`src/rtl/jts16_arb_pkg.sv`:
```
// rtl/jts16_arb_pkg.sv - shared types for the graphics ROM arbiter
package jts16_arb_pkg;

  localparam int NREQ = 3;

  typedef enum logic [1:0] {REQ_CHAR = 2'd0, REQ_SCR = 2'd1, REQ_OBJ = 2'd2} req_idx_t;
  typedef enum logic [1:0] {IDLE = 2'd0, WAIT_ACK = 2'd1, WAIT_RDY = 2'd2} arb_st_t;

  function automatic req_idx_t req_next(req_idx_t i);
    case (i)
      REQ_CHAR: return REQ_SCR;
      REQ_SCR:  return REQ_OBJ;
      default:  return REQ_CHAR;
    endcase
  endfunction

endpackage

```
`src/rtl/jts16_arb_slot.sv`:
```
// rtl/jts16_arb_slot.sv - one-entry read cache for a single layer requester
module jts16_arb_slot #(
  parameter int              AIW    = 13,
  parameter int              AW     = 22,
  parameter logic [AW-1:0]   OFFSET = '0
) (
  input  logic            clk,
  input  logic            rst,
  input  logic            cs,
  input  logic [AIW-1:0]  addr,
  input  logic            grant,
  input  logic            fill,
  input  logic [31:0]     fill_data,
  output logic            ok,
  output logic [31:0]     data,
  output logic            miss,
  output logic [AW-1:0]   sd_addr
);

  logic           valid;
  logic [AIW-1:0] tag;
  logic [AIW-1:0] lat_addr;
  logic           hit;

  assign hit     = valid && (addr == tag);
  assign ok      = cs & hit;
  assign miss    = cs & ~hit;
  assign sd_addr = AW'(addr) + OFFSET;

  // The fill tag is the address captured at grant time, not the live one,
  // so a requester that moves on mid-fetch simply misses again.
  always_ff @(posedge clk) begin
    if (rst) begin
      valid    <= 1'b0;
      tag      <= '0;
      lat_addr <= '0;
      data     <= '0;
    end else begin
      if (grant) lat_addr <= addr;
      if (fill) begin
        valid <= 1'b1;
        tag   <= lat_addr;
        data  <= fill_data;
      end
    end
  end

endmodule

```
`src/rtl/jts16_gfx_arb.sv`:
```
// rtl/jts16_gfx_arb.sv - char/scroll/object graphics ROM arbiter; JTS16_ARB_CHARPRIO_EN gives char fixed priority
module jts16_gfx_arb
  import jts16_arb_pkg::*;
#(
  parameter int            AW          = 22,
  parameter int            CHAR_AW     = 13,
  parameter int            SCR_AW      = 17,
  parameter int            OBJ_AW      = 19,
  parameter logic [AW-1:0] CHAR_OFFSET = 22'h00000,
  parameter logic [AW-1:0] SCR_OFFSET  = 22'h08000,
  parameter logic [AW-1:0] OBJ_OFFSET  = 22'h40000
) (
  input  logic               clk,
  input  logic               rst,
  input  logic               char_cs,
  input  logic [CHAR_AW-1:0] char_addr,
  output logic               char_ok,
  output logic [31:0]        char_data,
  input  logic               scr_cs,
  input  logic [SCR_AW-1:0]  scr_addr,
  output logic               scr_ok,
  output logic [31:0]        scr_data,
  input  logic               obj_cs,
  input  logic [OBJ_AW-1:0]  obj_addr,
  output logic               obj_ok,
  output logic [31:0]        obj_data,
  output logic               sdram_req,
  output logic [AW-1:0]      sdram_addr,
  input  logic               sdram_ack,
  input  logic               data_rdy,
  input  logic [31:0]        sdram_dout
);

`ifdef JTS16_ARB_CHARPRIO_EN
  localparam req_idx_t RR_INIT = REQ_SCR;
`else
  localparam req_idx_t RR_INIT = REQ_CHAR;
`endif

  arb_st_t       st, st_nx;
  req_idx_t      gnt, gnt_nx, rr, rr_nx, pick;
  logic          pick_vld;
  logic          req_nx;
  logic [AW-1:0] addr_nx;
  logic          fill_en;
  logic [NREQ-1:0] miss, grant_v, fill_v;
  logic [AW-1:0]   slot_addr [NREQ];

  jts16_arb_slot #(.AIW(CHAR_AW), .AW(AW), .OFFSET(CHAR_OFFSET)) u_char (
    .clk(clk), .rst(rst), .cs(char_cs), .addr(char_addr),
    .grant(grant_v[REQ_CHAR]), .fill(fill_v[REQ_CHAR]), .fill_data(sdram_dout),
    .ok(char_ok), .data(char_data), .miss(miss[REQ_CHAR]), .sd_addr(slot_addr[REQ_CHAR])
  );

  jts16_arb_slot #(.AIW(SCR_AW), .AW(AW), .OFFSET(SCR_OFFSET)) u_scr (
    .clk(clk), .rst(rst), .cs(scr_cs), .addr(scr_addr),
    .grant(grant_v[REQ_SCR]), .fill(fill_v[REQ_SCR]), .fill_data(sdram_dout),
    .ok(scr_ok), .data(scr_data), .miss(miss[REQ_SCR]), .sd_addr(slot_addr[REQ_SCR])
  );

  jts16_arb_slot #(.AIW(OBJ_AW), .AW(AW), .OFFSET(OBJ_OFFSET)) u_obj (
    .clk(clk), .rst(rst), .cs(obj_cs), .addr(obj_addr),
    .grant(grant_v[REQ_OBJ]), .fill(fill_v[REQ_OBJ]), .fill_data(sdram_dout),
    .ok(obj_ok), .data(obj_data), .miss(miss[REQ_OBJ]), .sd_addr(slot_addr[REQ_OBJ])
  );

`ifdef JTS16_ARB_CHARPRIO_EN
  req_idx_t rr_other;

  // Char pre-empts; rr only ever alternates between scroll and object.
  always_comb begin
    rr_other = (rr == REQ_SCR) ? REQ_OBJ : REQ_SCR;
    pick     = rr;
    pick_vld = |miss;
    if (miss[REQ_CHAR])   pick = REQ_CHAR;
    else if (miss[rr])    pick = rr;
    else if (miss[rr_other]) pick = rr_other;
  end
`else
  req_idx_t c1, c2;

  // Lowest-priority candidate is assigned first so the rr pointer wins ties.
  always_comb begin
    c1       = req_next(rr);
    c2       = req_next(c1);
    pick     = rr;
    pick_vld = |miss;
    if (miss[c2]) pick = c2;
    if (miss[c1]) pick = c1;
    if (miss[rr]) pick = rr;
  end
`endif

  always_comb begin
    st_nx   = st;
    gnt_nx  = gnt;
    rr_nx   = rr;
    req_nx  = sdram_req;
    addr_nx = sdram_addr;
    grant_v = '0;
    fill_v  = '0;
    fill_en = 1'b0;
    case (st)
      IDLE: begin
        if (pick_vld) begin
          grant_v[pick] = 1'b1;
          gnt_nx        = pick;
          req_nx        = 1'b1;
          addr_nx       = slot_addr[pick];
          st_nx         = WAIT_ACK;
        end
      end
      WAIT_ACK: begin
        if (sdram_ack) begin
          req_nx = 1'b0;
          if (data_rdy) begin
            fill_en = 1'b1;
            st_nx   = IDLE;
          end else begin
            st_nx   = WAIT_RDY;
          end
        end
      end
      WAIT_RDY: begin
        if (data_rdy) begin
          fill_en = 1'b1;
          st_nx   = IDLE;
        end
      end
      default: st_nx = IDLE;
    endcase
    if (fill_en) begin
      fill_v[gnt] = 1'b1;
`ifdef JTS16_ARB_CHARPRIO_EN
      if (gnt == REQ_SCR)      rr_nx = REQ_OBJ;
      else if (gnt == REQ_OBJ) rr_nx = REQ_SCR;
`else
      rr_nx = req_next(gnt);
`endif
    end
  end

  always_ff @(posedge clk) begin
    if (rst) begin
      st         <= IDLE;
      gnt        <= REQ_CHAR;
      rr         <= RR_INIT;
      sdram_req  <= 1'b0;
      sdram_addr <= '0;
    end else begin
      st         <= st_nx;
      gnt        <= gnt_nx;
      rr         <= rr_nx;
      sdram_req  <= req_nx;
      sdram_addr <= addr_nx;
    end
  end

endmodule

```
`config.mk`:
```
export PLATFORM = sky130hd
export DESIGN_NAME = jts16_gfx_arb
export DESIGN_NICKNAME = d
export VERILOG_FILES = /design/src/rtl/jts16_arb_pkg.sv /design/src/rtl/jts16_arb_slot.sv /design/src/rtl/jts16_gfx_arb.sv
export SDC_FILE = /design/constraint.sdc
export NUM_CORES = 1
export LEC_CHECK = 0
export CORE_MARGIN = 10
export CORE_UTILIZATION = 45
export DETAILED_ROUTE_END_ITERATION = 8
export PLACE_DENSITY = 0.78
export SLEW_MARGIN = 10
export SYNTH_ARGS = -nofsm -noshare
export SYNTH_HDL_FRONTEND = slang
export SYNTH_HIERARCHICAL = 1
export SYNTH_SLANG_ARGS = --single-unit
```
`constraint.sdc`:
```
create_clock -name clk -period 5.67 [get_ports clk]
set_clock_uncertainty 0.1 [all_clocks]
set_input_delay 0.567 -clock clk [delete_from_list [all_inputs] [get_ports clk]]
set_output_delay 0.567 -clock clk [all_outputs]
set_load 0.01 [all_outputs]
```
# == After elaboration in Yosys (flattened, before gate mapping) ==
# Index checks and enable logic that the tools add are counted.
# totals
ff_bits,226
word_cells,95
# op_classes
n_addsub,2
n_lt_le_gt_ge,8
n_eq_ne,11
muxes,33
bitwise_logic,10
n_reduce_logical,14
# ops
operator,n
22-bit binary-select mux with 2-bit select,1
22-bit two-way mux,2
19-bit by 19-bit adder with 20-bit output (second input constant),1
19-bit equality test,1
17-bit by 16-bit adder with 18-bit output (second input constant),1
17-bit equality test,1
2-bit by 3-bit less-than comparator with 1-bit output (second input constant),5
2-bit two-way mux,7
13-bit equality test,1
2-bit case mux with 2 select lines,3
1-bit two-way mux,9
3-bit two-way mux,3
2-bit by 1-bit equality test with 1-bit output (second input constant),4
2-bit logical NOT,4
1-bit AND,6
1-bit binary-select mux with 2-bit select,3
2-bit != test (second input constant),3
2-bit case mux with 3 select lines,1
3-bit AND reduction,2
1-bit logical AND,5
1-bit demux with 2-bit select,2
2-bit by 1-bit >= comparator with 1-bit output (second input constant),2
1-bit case mux with 2 select lines,2
3-bit >= comparator (second input constant),1
6 further kinds,8

# == Longest topological paths before layout ==
# logic_depth
ltp_word,15
depth_mapped,15

# == Modules after synthesis ==
# The synthesis kept the hierarchy.
# by_module_without_submodules
mod,instances,cells_per_inst,area_per_inst_um2,seq_area_each_um2
jts16_arb_slot at u_obj,1,280,2896.5,1421.4
jts16_arb_slot at u_scr,1,263,2702.6,1341.3
jts16_gfx_arb,1,316,2426.1,580.6
jts16_arb_slot at u_char,1,234,2396.0,1181.1

# == Worst setup path before layout ==
# OpenSTA, ideal clock, no wires.
# synth_path
path_type,input to register
start,in scr_addr[10]
end,reg u_obj.lat_addr[10]
arrival_ps,2866
t_required_ps,5442
setup_slack_ps,2576
stages,14
cell_sequence,xor2_1 nor4_1 and3_1 a21boi_0 buf_2 nor3b_1 a311oi_4 buf_6 nand2_1 nor2_1 buf_4 buf_6 mux2i_1 nor2_1
# synth_via
elab_chain_cells,15
elab_cells_between_ends,21
classes_between,2 x order compare; 1 x eq/ne; 13 x mux; 2 x bitwise; 3 x reduce/logical
# synth_lines
item,line_no,rtl
"start, declared",jts16_gfx_arb.sv:20,"input logic [SCR_AW-1:0] scr_addr,"
17-bit equality test *,jts16_arb_slot.sv:25,assign hit = valid && (addr == tag);
1-bit logical AND *,jts16_arb_slot.sv:25,
1-bit NOT *,jts16_arb_slot.sv:27,assign miss = cs & ~hit;
1-bit AND *,jts16_arb_slot.sv:27,
net miss[1],jts16_gfx_arb.sv:46,"logic [NREQ-1:0] miss, grant_v, fill_v;"
1-bit binary-select mux with 2-bit select,jts16_gfx_arb.sv:88,if (miss[c2]) pick = c2;
1-bit two-way mux (not written as such),jts16_gfx_arb.sv:88,
2-bit two-way mux,jts16_gfx_arb.sv:88,
2-bit two-way mux,jts16_gfx_arb.sv:89,if (miss[c1]) pick = c1;
2-bit two-way mux,jts16_gfx_arb.sv:90,if (miss[rr]) pick = rr;
2-bit by 3-bit less-than comparator with 1-bit output (not written as such) / 2-bit by 1-bit >= comparator with 1-bit output (equally long branches),jts16_gfx_arb.sv:106,grant_v[pick] = 1'b1;
1-bit logical AND (not written as such),jts16_gfx_arb.sv:106,
1-bit two-way mux (not written as such),jts16_gfx_arb.sv:106,
1-bit demux with 2-bit select,jts16_gfx_arb.sv:106,
3-bit two-way mux *,jts16_gfx_arb.sv:105,if (pick_vld) begin
3-bit two-way mux *,jts16_gfx_arb.sv:103,case (st)
net grant_v[2],jts16_gfx_arb.sv:46,
"end signal, assigned",jts16_arb_slot.sv:39,if (grant) lat_addr <= addr;
"end, declared",jts16_arb_slot.sv:22,logic [AIW-1:0] lat_addr;
# The timed path passes the listed nets; every way through them passes the cells marked *. The select of a mux whose other input is x is not followed.
# A chain may end at the register's enable or synchronous reset.

# == Worst setup path after layout ==
# layout_path
start,in char_addr[4]
end,reg u_char.lat_addr[8]
# layout_via
elab_chain_cells,15
elab_cells_between_ends,21
classes_between,2 x order compare; 1 x eq/ne; 13 x mux; 2 x bitwise; 3 x reduce/logical
# layout_lines
item,line_no,rtl
"start, declared",jts16_gfx_arb.sv:16,"input logic [CHAR_AW-1:0] char_addr,"
13-bit equality test *,jts16_arb_slot.sv:25,
1-bit logical AND *,jts16_arb_slot.sv:25,
1-bit NOT *,jts16_arb_slot.sv:27,
1-bit AND *,jts16_arb_slot.sv:27,
net miss[0],jts16_gfx_arb.sv:46,
1-bit binary-select mux with 2-bit select,jts16_gfx_arb.sv:88,
1-bit two-way mux (not written as such),jts16_gfx_arb.sv:88,
2-bit two-way mux,jts16_gfx_arb.sv:88,
2-bit two-way mux,jts16_gfx_arb.sv:89,
2-bit two-way mux,jts16_gfx_arb.sv:90,
2-bit by 3-bit less-than comparator with 1-bit output (not written as such) / 2-bit by 1-bit >= comparator with 1-bit output (equally long branches),jts16_gfx_arb.sv:106,
1-bit logical AND (not written as such),jts16_gfx_arb.sv:106,
1-bit two-way mux (not written as such),jts16_gfx_arb.sv:106,
1-bit demux with 2-bit select,jts16_gfx_arb.sv:106,
3-bit two-way mux *,jts16_gfx_arb.sv:105,
3-bit two-way mux *,jts16_gfx_arb.sv:103,
net grant_v[0],jts16_gfx_arb.sv:46,
"end signal, assigned",jts16_arb_slot.sv:39,
"end, declared",jts16_arb_slot.sv:22,
# Marks and branches as above.

==> flow_metrics.py <==
metrics = {
    "outcome": {
        "status": "finished, final reports clean",
    },
    "timing": {
        "tightest_slew_ps": 973.3,
        "max_freq_ghz": 0.2763,
        "slew_headroom_pct": 34.53,
        "setup_tns_ps": 0,
        "hold_viol": 0,
        "rsz0062_at_grt": "false",
        "post-route-min-period_ps": 3619,
        "period_share_pct": 63.83,
        "finalSetupViolCount": 0,
        "fin_ws_ps": 2051,
        "drv_slew": 0,
    },
    "final_layout": {
        "num-fill-cells": 1928,
        "multi_input_area_um2": 4962,
        "syn2layout_area_growth_pct": 25.04,
        "final_util_pct": 57.38,
        "drive_above_1_share_pct": 8.454,
        "register_area_um2": 4524,
        "fin_nets": 1316,
        "fin_cells": 1529,
        "design_area_um2": 13030,
    },
    "synth": {
        "synthMostInstantiatedCell": "nor2_1",
        "yosys.area.top_type_share_pct": 43.41,
        "synth_seq_cells": 226,
        "syn_inst": 1093,
        "synthFlopType": "dfxtp_1",
        "synth_common_cells": "nor2_1, dfxtp_1, mux2i_1",
        "ys_seq_area_share_pct": 43.41,
        "synth_enable_flop_cells": 0,
        "yosys.area.top_type": "dfxtp_1",
        "async_reset_ff_share_pct": 0,
        "synth_area_um2": 10420,
        "ys_types": 44,
        "ys_warn_count": 6,
        "syn_avg_cell_area_um2": 9.535,
        "synth_area_leaders": "dfxtp_1, mux2i_1, nor2_1",
    },
    "worst_setup_path": {
        "cp-end-kind": "flip-flop",
        "cpPeakStageDelay_ps": 610,
        "cp-start-kind": "input port",
        "critPathMostFrequentCell": "buf_4",
        "cp_cell_sequence": "clkdlybuf4s50_1 > xnor2_1 > nand4_1 > nor4_2 > nor2b_2 > buf_4 > nor2b_1 > a21boi_1 > a311oi_4 > buf_4 > and3_1 > buf_4 > mux2i_1 > nor2_1",
        "reg2reg_slack_ps": 2340,
        "reg2reg_to": "u_char/lat_addr[8]$_SDFFE_PP0P_",
        "arrival_ps": 3900,
        "slowest_stage": "clkdlybuf4s50_1",
        "crit_fanout": 16,
        "worst-setup-path-type": "input port to flip-flop",
        "worst_ep_required_time_ps": 5950,
        "worstRegToRegCells": 11,
        "reg2reg_from": "u_obj/tag[5]$_SDFFE_PP0P_",
    },
    "place": {
        "post-place-ws_ps": 1554,
        "port-buffer-count": 209,
        "placed_cells": 1481,
        "post_dp_cell_area_um2": 12200,
        "place_congestion": 0.8185,
        "dp_hpwl_um": 19620,
    },
    "clock_network": {
        "clock_tree.root_cell": "clkbuf_16",
        "cts_made_buffers": 26,
        "cts.clk_slew.worst_paths_ps": 60,
        "h-tree-depth": 1,
        "clk_path_buf_depth": 3,
        "cts_hold_buf": 0,
        "cts_setup_buffers": 0,
        "worstSkewPairLatency_ps": 520,
        "ctsResizeCount": 0,
        "tritoncts": "yes",
        "cts.sinks": 226,
    },
    "grt": {
        "antenna_found_initial": 4,
        "grt_pass1_wl_um": 44060,
        "overflow": 0,
        "grt_max_degree": 83,
        "grt_pass1_vias": 7992,
        "grt_usage_pct": 18.47,
    },
    "floorplanning": {
        "dieArea_um2": 29650,
        "io_pins": 210,
        "die_h_um": 172.2,
        "rows": 55,
        "die_x_um": 172.2,
        "start_util_pct": 45.89,
        "design.core.area_um2": 22710,
    },
    "run": {
        "drv_cap": 0,
    },
    "route": {
        "viasPerCell": 5.131,
        "wire_per_inst_um": 18.31,
        "drtIter0Drc": 492,
        "num_vias": 7846,
        "dr.pass1.iters": 5,
        "totalWireLength_um": 28000,
        "final_antenna_net_count": 0,
        "drcViolationCount": 0,
    },
    "hold_path": {
        "hp-class": "flip-flop to flip-flop",
        "hold_depth": 2,
        "min_from": "u_scr/valid$_SDFFE_PP0P_",
        "whs_endpoint": "u_scr/valid$_SDFFE_PP0P_",
    },
    "pwr": {
        "p_leak_nw": 4.549,
        "vdd_drop_max_uv": 198.1,
        "power_density_nw_per_um2": 289.6,
    },
}
[kinds of logic (layout without fill, tap and decap cells)]
| family | after synthesis | after routing | share of synthesized area [%] |
|---|---|---|---|
| AND/OR/NAND/NOR | 323 | 323 | 12.67 |
| flip-flops | 226 | 226 | 43.41 |
| multiplexers | 194 | 194 | 18.63 |
| buffers and inverters | 167 | 304 | 9.629 |
| AO/OA/AOI/OAI | 127 | 127 | 10.95 |
| XOR/XNOR | 49 | 49 | 4.118 |
| adder cells (fa/ha/maj) | 4 | 4 | 0.4803 |
| other | 3 | 17 | 0.1080 |
[critical path: cells and delay by family]
kind | cells | cell delay (ps)
mux | 1 | 240
simple gates | 6 | 960
xor+xnor | 1 | 140
buf+inv | 4 | 1510
compound gates | 2 | 470
[through the flow]
step	hold WS (ps)	total power, mW
floorplan	326.6	2.024
global placement	340.1	2.196
detailed placement	349.1	2.205
CTS	366.3	3.819
global route	397.2	3.921
finish	365.8	3.774
[routing by layer]
| layer | up-vias | global-route usage, % | share of wire [%] |
|---|---|---|---|
| li1 | 3876 | - | - |
| met5 | - | 0 | 0 |
| met2 | 214 | 30.85 | 48 |
| met1 | 3718 | 21.81 | 41 |
| met4 | 0 | 5.135 | 2.0 |
| met3 | 38 | 6.726 | 9.1 |
[flip-flops by register name, summed over array words and instances, names as in the netlist, 2 cells and up]
| register | cells |
|---|---|
| u_obj/tag | 19 |
| gnt | 2 |
| st | 2 |
| u_char/tag | 13 |
| rr | 2 |
| u_scr/tag | 17 |
| u_obj/data | 32 |
| u_scr/lat_addr | 17 |
| u_scr/data | 32 |
| u_char/data | 32 |
| u_obj/lat_addr | 19 |
| u_char/lat_addr | 13 |
| sdram_addr | 22 |
[cells in the final DEF, fill, tap and decap left out, drive strengths merged, types with 2 or more instances in the layout]
| cell type | count |
|---|---|
| nor3 | 4 |
| nand4 | 11 |
| nor3b | 3 |
| nor2b | 5 |
| clkinv | 9 |
| nand3 | 3 |
| or3 | 2 |
| conb | 15 |
| o21bai | 22 |
| o22a | 22 |
| mux2i | 194 |
| ha | 4 |
| nand2b | 3 |
| and2 | 2 |
| o211ai | 22 |
| nor4 | 2 |
| nand2 | 27 |
| inv | 30 |
| nor2 | 256 |
| clkdlybuf4s50 | 208 |
| and3 | 4 |
| clkbuf | 35 |
| diode | 2 |
| a311oi | 23 |
| xor2 | 4 |
| dfxtp | 226 |
| a21boi | 3 |
| xnor2 | 45 |
| a21oi | 28 |
| buf | 20 |
| a211oi | 2 |
[worst max-delay path by stage]
stage / startpoint / end / slack [ps] / depth (start not counted)
final: char_addr[4] / u_char/lat_addr[8]$_SDFFE_PP0P_ / 2050 / 14
after global routing: char_addr[4] / u_char/lat_addr[12]$_SDFFE_PP0P_ / 1870 / 14
after CTS: char_addr[2] / u_char/lat_addr[1]$_SDFFE_PP0P_ / 2100 / 14
after detailed placement: char_addr[2] / u_char/lat_addr[1]$_SDFFE_PP0P_ / 1550 / 14
after global placement: char_addr[2] / u_char/lat_addr[6]$_SDFFE_PP0P_ / 1650 / 14
after floorplan: scr_addr[10] / u_obj/lat_addr[10]$_SDFFE_PP0P_ / 2580 / 14
[final cells by class]
type	instances	area share (%)
sequential	226	34.72
antenna	2	0.03841
multi-input combinational	712	38.08
tap	285	2.736
inverter	30	0.8641
timing repair buffer	228	17.25
clock buffer	35	5.646
clock inverter	11	0.6625
[power by group]
| group | internal (mW) | total, mW | leakage (nW) | switching, mW |
|---|---|---|---|---|
| Combinational | 0.235 | 0.492 | 2.31 | 0.257 |
| Sequential | 1.64 | 1.68 | 1.83 | 0.0338 |
| Clock | 0.951 | 1.60 | 0.410 | 0.652 |
Note: power is estimated with default switching activity, not from simulation.
